File: config.mk
export PLATFORM = sky130hd
export DESIGN_NAME = serial_add_ctrl
export DESIGN_NICKNAME = d
export VERILOG_FILES = /design/src/rtl/serial_add_ctrl.sv
export SDC_FILE = /design/constraint.sdc
export NUM_CORES = 1
export LEC_CHECK = 0
export ABC_CLOCK_PERIOD_IN_PS = 2900
export CORE_MARGIN = 2
export CORE_UTILIZATION = 54
export CTS_CLUSTER_SIZE = 8
export DETAILED_ROUTE_END_ITERATION = 8
export GPL_ROUTABILITY_DRIVEN = 0
export PLACE_DENSITY = 0.79
export SYNTH_ARGS = -nofsm -noshare
export SYNTH_HDL_FRONTEND = slang
export SYNTH_SLANG_ARGS = --single-unit
File: constraint.sdc
create_clock -name clk -period 2.9 [get_ports clk]
set_input_delay 0.58 -clock clk [delete_from_list [all_inputs] [get_ports clk]]
set_output_delay 0.58 -clock clk [all_outputs]
set_load 0.01 [all_outputs]
File: src/rtl/serial_add_ctrl.sv
// Bit-serial adder controller: one full_add cell sequenced over WIDTH cycles, LSB first.
// Optional signed-overflow output enabled by defining SERIAL_ADD_CTRL_OVF_EN.

module full_add (
  input  logic a,
  input  logic b,
  input  logic cin,
  output logic s,
  output logic cout
);
  assign s    = a ^ b ^ cin;
  assign cout = (a & b) | (cin & (a ^ b));
endmodule

module serial_add_ctrl #(
  parameter int unsigned WIDTH = 8
) (
  input  logic             clk,
  input  logic             rst,
  input  logic             start,
  input  logic [WIDTH-1:0] a,
  input  logic [WIDTH-1:0] b,
  input  logic             cin,
  output logic             busy,
  output logic             done,
  output logic [WIDTH-1:0] sum,
  output logic             cout
`ifdef SERIAL_ADD_CTRL_OVF_EN
  ,
  output logic             ovf
`endif
);

  localparam int unsigned CNT_W = $clog2(WIDTH);

  typedef enum logic [1:0] {IDLE, RUN, DONE} state_t;

  state_t             state_q, state_d;
  logic [WIDTH-1:0]   sha_q, sha_d;
  logic [WIDTH-1:0]   shb_q, shb_d;
  logic [WIDTH-1:0]   sum_q, sum_d;
  logic [CNT_W-1:0]   cnt_q, cnt_d;
  logic               carry_q, carry_d;
  logic               cout_q, cout_d;
  logic               fa_s, fa_cout;
`ifdef SERIAL_ADD_CTRL_OVF_EN
  logic               ovf_q, ovf_d;
`endif

  full_add u_fa (
    .a    (sha_q[0]),
    .b    (shb_q[0]),
    .cin  (carry_q),
    .s    (fa_s),
    .cout (fa_cout)
  );

  always_comb begin
    state_d = state_q;
    sha_d   = sha_q;
    shb_d   = shb_q;
    sum_d   = sum_q;
    cnt_d   = cnt_q;
    carry_d = carry_q;
    cout_d  = cout_q;
`ifdef SERIAL_ADD_CTRL_OVF_EN
    ovf_d   = ovf_q;
`endif
    unique case (state_q)
      IDLE: begin
        if (start) begin
          sha_d   = a;
          shb_d   = b;
          carry_d = cin;
          cnt_d   = '0;
          state_d = RUN;
        end
      end
      RUN: begin
        sum_d   = {fa_s, sum_q[WIDTH-1:1]};
        sha_d   = {1'b0, sha_q[WIDTH-1:1]};
        shb_d   = {1'b0, shb_q[WIDTH-1:1]};
        carry_d = fa_cout;
        cnt_d   = cnt_q + CNT_W'(1);
        if (cnt_q == CNT_W'(WIDTH - 1)) begin
          cout_d  = fa_cout;
`ifdef SERIAL_ADD_CTRL_OVF_EN
          // carry into MSB xor carry out of MSB
          ovf_d   = carry_q ^ fa_cout;
`endif
          state_d = DONE;
        end
      end
      DONE:    state_d = IDLE;
      default: state_d = IDLE;
    endcase
  end

  always_ff @(posedge clk or posedge rst) begin
    if (rst) begin
      state_q <= IDLE;
      sha_q   <= '0;
      shb_q   <= '0;
      sum_q   <= '0;
      cnt_q   <= '0;
      carry_q <= 1'b0;
      cout_q  <= 1'b0;
`ifdef SERIAL_ADD_CTRL_OVF_EN
      ovf_q   <= 1'b0;
`endif
    end else begin
      state_q <= state_d;
      sha_q   <= sha_d;
      shb_q   <= shb_d;
      sum_q   <= sum_d;
      cnt_q   <= cnt_d;
      carry_q <= carry_d;
      cout_q  <= cout_d;
`ifdef SERIAL_ADD_CTRL_OVF_EN
      ovf_q   <= ovf_d;
`endif
    end
  end

  assign busy = (state_q != IDLE);
  assign done = (state_q == DONE);
  assign sum  = sum_q;
  assign cout = cout_q;
`ifdef SERIAL_ADD_CTRL_OVF_EN
  assign ovf  = ovf_q;
`endif

endmodule

After elaboration in Yosys (flattened, before gate mapping)
Index checks and enable logic that the tools add are counted.

Flip-flop bits (word level): 31. Bits of input ports: 20. Output and inout port bits: 11. Logic and storage cells: 35.

$add $sub $neg: 1. Equal/unequal tests: 5. Multiplexer cells: 11. Bitwise logic cells: 5. Reduce and logical (&&, ||, !) cells: 6.

Operators by type and width (number): 8-bit one-hot mux with 2 select lines (2); 8-bit two-way mux (2); 3-bit one-hot mux with 2 select lines (1); 2-bit AND reduction (3); 2-bit two-way mux (2); 2-bit inequality test, second input constant (2); 2-bit one-hot mux with 2 select lines (1); 2-bit nonzero test (2); 3-bit by 1-bit adder with 3-bit output, second input constant (1); 3-bit equality test, second input constant (1); 3-bit two-way mux (1); 1-bit bitwise AND (2); 2-bit by 1-bit equality test with 1-bit output, second input constant (1); 2-bit equality test, second input constant (1); 2-bit logical NOT (1); 1-bit one-hot mux with 2 select lines (1); 1-bit bitwise XOR (2); 1-bit two-way mux (1); 1-bit bitwise OR (1).

Longest topological paths before layout
Gate-level depths: netlist (run 1).

Depth after elaboration: 4. Mapped depth: 6. Mapped depth without buffers: 4.

Cells and area by module
Synthesis (run 1) repeated with hierarchy kept, for this count alone.

Cells, all modules: 143. Area total of the unflattened synthesis: 1433.9 um2.

By module, submodules not included: serial_add_ctrl (times used 1, cells each 142, area each 1413.9 um2, sequential area each 775.7 um2); full_add (times used 1, cells each 1, area each 20.0 um2, sequential area each 0.0 um2).

Worst setup path before layout (run 1)
No wires, ideal clock.

Path type: register to output. From: register state_q[1]. To: output port done. Arrival: 0.955 ns. Data required time: 2.320 ns. Setup slack: 1.365 ns. Cell stages (with the launch flop): 5. Path buffers: 3. Path through: dfrtp_1 -> buf_6 -> buf_6 -> buf_2 -> nor2b_1.

Longest elaborated chain between the ends: 1.

Ends and longest elaborated chain: from (decl) (RTL line 38) `state_t state_q, state_d;`; from (signal assigned) (RTL line 112) `state_q <= state_d;`; 2-bit equality test (RTL line 126) `assign done = (state_q == DONE);`; to (decl) (RTL line 25) `output logic done,`.

No other way between the ends.

Final worst setup path (run 1)
Ends and elaborated chain as after synthesis.

==> out/summary.txt, run 1 <==
Post-synth EDFFs: 0
Share of cells above drive strength 1: 0.1292
Startpoint type of the worst setup path: flip-flop
Fin cells: 209
Period utilization: 0.7736
Clock skew: 0.006180 ns
RSZ-0062 raised after global routing: false
Post-synthesis sequential area ratio: 0.5008
FFs w/ async S/R, synth: 1.000
Yosys reg bits: 31
Placed Cells incl. Taps: 202
CTS clk-pin slew, worst paths: 0.10 ns
Filler cells: 231
Die Ht: 57.56 microns
Ports: 31
TNS Setup: 0 ns
Drt wl/cell: 14.13 microns
Detailed Route WL: 2.954 mm
DRC Markers: 0
Yosys warns: 0
Fin nets: 201
Antenna cell count: 0
CTS root buf: clkbuf_4
Clock sinks: 31
Leading post-synthesis cells by cell area: dfrtp_1 50%, nand2_1 7.5%, buf_6 4.4%
Area Growth Syn to Fin: 22.13%
First-pass GRT wire length: 5.043 mm
Largest net degree at the start of global routing: 32
Peak Freq: 445.7 MHz
Clk buf depth: 2
Final min period: 2.243 ns
Vias per cell: 5.555
Syn_area_per_cell: 10.61 sq um
# H-tree levels: 2
Max Cap Viol: 0
Post-synth top cells: 31 x dfrtp_1, 31 x nand2_1, 9 x inv_1
Final Util: 0.6920
Yosys top cell area share: 0.5008
Synthesized Nets: 169
Total gr overflow: 0
Initial core utilization: 0.5666
Initial antenna violation count: 0
Initial DRC count: 37
Dpl hpwl: 2.049 mm
Final Max Slew Viols: 0
Tot GR Track Use: 0.1997
Synth Flop Type: dfrtp_1
Pre-Repair DR Iteration Count: 4
Row Count: 19
Hold Fails Final Rpt: 0
Detailed-route via count: 1,161
Max Fanout on Critical Path: 27
Cts hold-fix bufs: 0
Clk_lat worst skew: 0.33 ns
Status: finished clean
Post-CTS Resized: 0
Synth area leader: dfrtp_1
Detail Route Antenna Nets: 0
Input/output buffers: 30
Number of buffers created by CTS: 5
Cells after Synth: 146
Die width: 57.56 microns
Core Region: 2734 sq um
Setup Fix Bufs, Post-CTS: 0
Vias in the first global route: 1,126
Netlist cell types: 32
Least-Margin Pin Slew: 0.5491 ns
Crit Path Class: reg2out
WP data arrival: 1.66 ns
Synth Cell Area: 1549 sq um
Worst Hold Class: reg2reg
Final hold slack: 0.5046 ns
Max IR drop VDD: 775.3 uV
Final setup fails: 0
Crit end category: output pin
Max_slew headroom: 0.6328
CTS tree: yes
Worst EP required: 2.32 ns
PD cells: 955.5 nW/um^2
Leak pwr: 0.8615 nW
Die ar.: 3313 sq um
[final timing paths]
path                            startpoint     end  slack, ns  cells after the start
worst max-delay path            state_q[1]    done       0.66                      3
worst min-delay path                sum[5]  sum[4]       0.50                      2
worst max register to register  state_q[0]    cout       1.29                      5
worst min register to register      sum[5]  sum[4]       0.50                      2
max in group asynchronous              rst  sum[6]       2.00                      3
min in group asynchronous              rst  sum[4]       0.62                      3
[per-layer routing]
metal  vias to the layer above  global-route usage  wire, microns
met5                         -                   0              0
met4                         0             0.06977             50
met3                         6             0.06122            168
met2                        31              0.2987           1324
met1                       558              0.2774           1411
li1                        566                   -              -
[where the power goes]
group | total [mW] | switching, mW | leakage (nW) | internal (mW)
clock network | 0.255 | 0.143 | 0.0341 | 0.112
logic | 0.810 | 0.400 | 0.449 | 0.410
registers | 0.743 | 0.120 | 0.379 | 0.623
[worst max-delay path, stage by stage (launching register included)]
cell             delay, ns
dfrtp_1               0.36
buf_4                 0.27
nor2b_1               0.17
clkdlybuf4s50_1       0.54
[sequential cells by signal (all words and copies together) (netlist names)]
register,count
state_q,2
carry_q,1
cout,1
cnt_q,3
sha_q,8
shb_q,8
sum,8
[layout make-up]
cell class / instances / area [sq um] / share of cell area
Clock inverter: 1 / 5.005 / 0.002646
Clock buffer: 6 / 51.30 / 0.02712
Tap cell: 31 / 38.79 / 0.02050
Inverter: 9 / 33.78 / 0.01786
Sequential cell: 31 / 775.7 / 0.4101
Timing Repair Buffer: 34 / 330.3 / 0.1746
Multi-Input combinational cell: 97 / 656.9 / 0.3472
[stage by stage]
step	power [mW]	setup WS, ns	cell area, sq um
final	1.808	0.6566	1892
after global routing	1.951	0.5575	1892
after CTS	1.821	0.6358	1892
after floorplan	1.318	1.365	1549
after detailed placement	1.565	0.8072	1836
after global placement	1.529	0.8219	1836
[placed cells by master, fill, tap and decap left out, drive strengths merged]
cell and count:
nand2 31, dfrtp 31, clkdlybuf4s50 30, inv 9, o21ai 8, a21oi 7
nand2b 7, o22a 6, nor3b 6, clkbuf 6, nor2b 5, a221o 5
buf 4, nor3 3, a221oi 3, nor2 3, a22o 2, ha 2
or2b 1, o21bai 1, and2 1, mux2 1, and2b 1, a32o 1
nand3b 1, o221a 1, fa 1, clkinv 1
[kinds of logic (layout without fill, tap and decap cells)]
kind of cell / count (synthesis) / in the layout / synth area share
compound gates: 34 / 34 / 0.1680
fa+ha+maj: 3 / 3 / 0.02908
buf+inv: 18 / 50 / 0.07511
flops: 31 / 31 / 0.5008
mux: 1 / 1 / 0.009690
simple gates: 59 / 59 / 0.2173
Note: power is estimated with default switching activity, not from simulation.
==> inputs of run 2 (changes only) <==
- ABC_CLOCK_PERIOD_IN_PS: 2900 -> 2000
- CORE_UTILIZATION: 54 -> 46
- PLACE_DENSITY: 0.79 -> 0.71
- clock period: 2.9 -> 2 ns (I/O delays scaled with it)
==> run 2 against run 1 <==
Critical path depth did not move. Flip-flop and latch count unchanged. Highest routed layer unchanged. Worst setup slack lost 0.53 ns. Largest cell class unchanged. Design area up 0.99%. Sequential share of layout area down 0.40 points.
==> out/summary.txt, run 2 (same netlist as run 1, synthesis figures left out) <==
# H-tree levels: 2 (unchanged)
Max Fanout on Critical Path: 4 (was 27)
Crit Path Class: reg2out (unchanged)
Status: finished clean (unchanged)
CTS root buf: clkbuf_4 (unchanged)
Row Count: 21 (was 19)
CP endpoint: busy (was done)
Drt wl/cell: 12.60 microns (was 14.13 microns)
Tot GR Track Use: 0.1686 (was 0.1997)
Antenna cell count: 0 (unchanged)
Reg2reg start: state_q[0] (unchanged)
PD cells: 1351 nW/um^2 (was 955.5 nW/um^2)
Initial core utilization: 0.4716 (was 0.5666)
Largest net degree at the start of global routing: 32 (unchanged)
Dpl hpwl: 2.041 mm (was 2.049 mm)
Leak pwr: 0.8612 nW (was 0.8615 nW)
Max Cap Viol: 0 (unchanged)
Clock sinks: 31 (unchanged)
Initial antenna violation count: 0 (unchanged)
Cells on worst reg2reg path: 4 (was 5)
Pre-Repair DR Iteration Count: 4 (unchanged)
Vias per cell: 5.142 (was 5.555)
Least-Margin Pin Slew: 0.4822 ns (was 0.5491 ns)
Filler cells: 299 (was 231)
Cts hold-fix bufs: 0 (unchanged)
DRC Markers: 0 (unchanged)
Setup Fix Bufs, Post-CTS: 0 (unchanged)
First-pass GRT wire length: 4.664 mm (was 5.043 mm)
Number of buffers created by CTS: 5 (unchanged)
Seq pwr share: 0.420 (was 0.411)
Placed Cells incl. Taps: 219 (was 202)
Input/output buffers: 30 (unchanged)
Detailed Route WL: 2.834 mm (was 2.954 mm)
Worst EP required: 1.60 ns (was 2.32 ns)
Fin nets: 203 (was 201)
Share of cells above drive strength 1: 0.1285 (was 0.1292)
Max_slew headroom: 0.6775 (was 0.6328)
Area occupied by multi-input gates: 656.9 sq um (unchanged)
CTS clk-pin slew, worst paths: 0.09 ns (was 0.10 ns)
Logic pwr share: 0.458 (was 0.448)
R2R Path End: sha_q[2] (was cout)
Clock skew: 0.002536 ns (was 0.006180 ns)
Post-CTS Resized: 0 (unchanged)
Detailed-route via count: 1,157 (was 1,161)
Sw Ratio: 0.3624 (was 0.3664)
Final Max Slew Viols: 0 (unchanged)
Core Region: 3284 sq um (was 2734 sq um)
Fin cells: 225 (was 209)
Peak Freq: 532.9 MHz
Clk_lat worst skew: 0.31 ns (was 0.33 ns)
Crit end category: output pin (unchanged)
Area Growth Syn to Fin: 23.34% (was 22.13%)
Worst Setup SP: state_q[0] (was state_q[1])
Worst Hold Class: in2async (was reg2reg)
Reg2reg setup slack: 0.54 ns (was 1.29 ns)
Period utilization: 0.9383
RSZ-0062 raised after global routing: false (unchanged)
Clk buf depth: 2 (unchanged)
Die Ht: 62.03 microns (was 57.56 microns)
Final Util: 0.5817 (was 0.6920)
WP data arrival: 1.48 ns (was 1.66 ns)
CTS tree: yes (unchanged)
Startpoint type of the worst setup path: flip-flop (unchanged)
Most frequent cells in the layout: 31 x nand2_1, 31 x dfrtp_1, 30 x clkdlybuf4s50_1 (unchanged)
TNS Setup: 0 ns (unchanged)
Tot Pwr: 2.581 mW (was 1.808 mW)
Vias in the first global route: 1,014 (was 1,126)
Detail Route Antenna Nets: 0 (unchanged)
Total gr overflow: 0 (unchanged)
Max IR drop VDD: 573.1 uV (was 775.3 uV)
Hold Fails Final Rpt: 0 (unchanged)
P_int: 1.645 mW (was 1.145 mW)
Final min period: 1.877 ns
Psw: 0.9354 mW (was 0.6622 mW)
Final setup fails: 0 (unchanged)
Register area: 775.7 sq um (unchanged)
Initial DRC count: 50 (was 37)
Ports: 31 (unchanged)
Die ar.: 3848 sq um (was 3313 sq um)
Die width: 62.03 microns (was 57.56 microns)
Power share of the clock group: 0.123 (was 0.141)
run 2: cell types whose count changed in the layout (fill, tap and decap cells not counted), sizes merged:
cell | before | now
clkinv | 1 | 0
buf | 4 | 6
run 2: layout make-up:
type / instances / area share
clock buffer: 6 / 0.02161
multi-input combinational: 97 / 0.3438
timing repair buffer: 36 / 0.1807
tap: 46 / 0.03012
inverter: 9 / 0.01768
sequential: 31 / 0.4060
run 2: worst max-delay path: stages (launching register included):
cell and delay (ns):
dfrtp_1 0.44, nor2_1 0.19, inv_1 0.06, clkdlybuf4s50_1 0.47
run 2: power by group through the flow:
stage / registers [mW] / logic, mW / clock network (mW)
floorplan: 1.09 / 0.819 / 0
global placement: 1.09 / 1.17 / 0
global route: 1.12 / 1.33 / 0.360
finish: 1.08 / 1.18 / 0.316
detailed placement: 1.09 / 1.20 / 0
CTS: 1.08 / 1.20 / 0.323
run 2: worst min-delay path by stage:
stage | end | slack [ns] | cells past startpoint
after floorplan | cnt_q[0] | 0.47 | 1
after global placement | sum[0] | 0.46 | 2
after detailed placement | sum[0] | 0.46 | 2
after CTS | cnt_q[0] | 0.47 | 3
after global routing | sum[0] | 0.49 | 3
final | sha_q[5] | 0.46 | 3
run 2: metrics by stage:
stage	area (sq um)	hold slack [ns]	setup WS, ns
after detailed placement	1869	0.4646	0.03244
after floorplan	1549	0.4660	0.6450
final	1911	0.4571	0.1235
after CTS	1911	0.4735	0.09593
after global routing	1911	0.4890	0.05400
after global placement	1869	0.4572	0.1187
run 2: metal layers:
layer / vias up / track usage / routed length, microns
met1: 553 / 0.2240 / 1309
met2: 30 / 0.2649 / 1349
met5: - / 0 / 0
met3: 6 / 0.04969 / 142
met4: 0 / 0.05471 / 32
li1: 568 / - / -
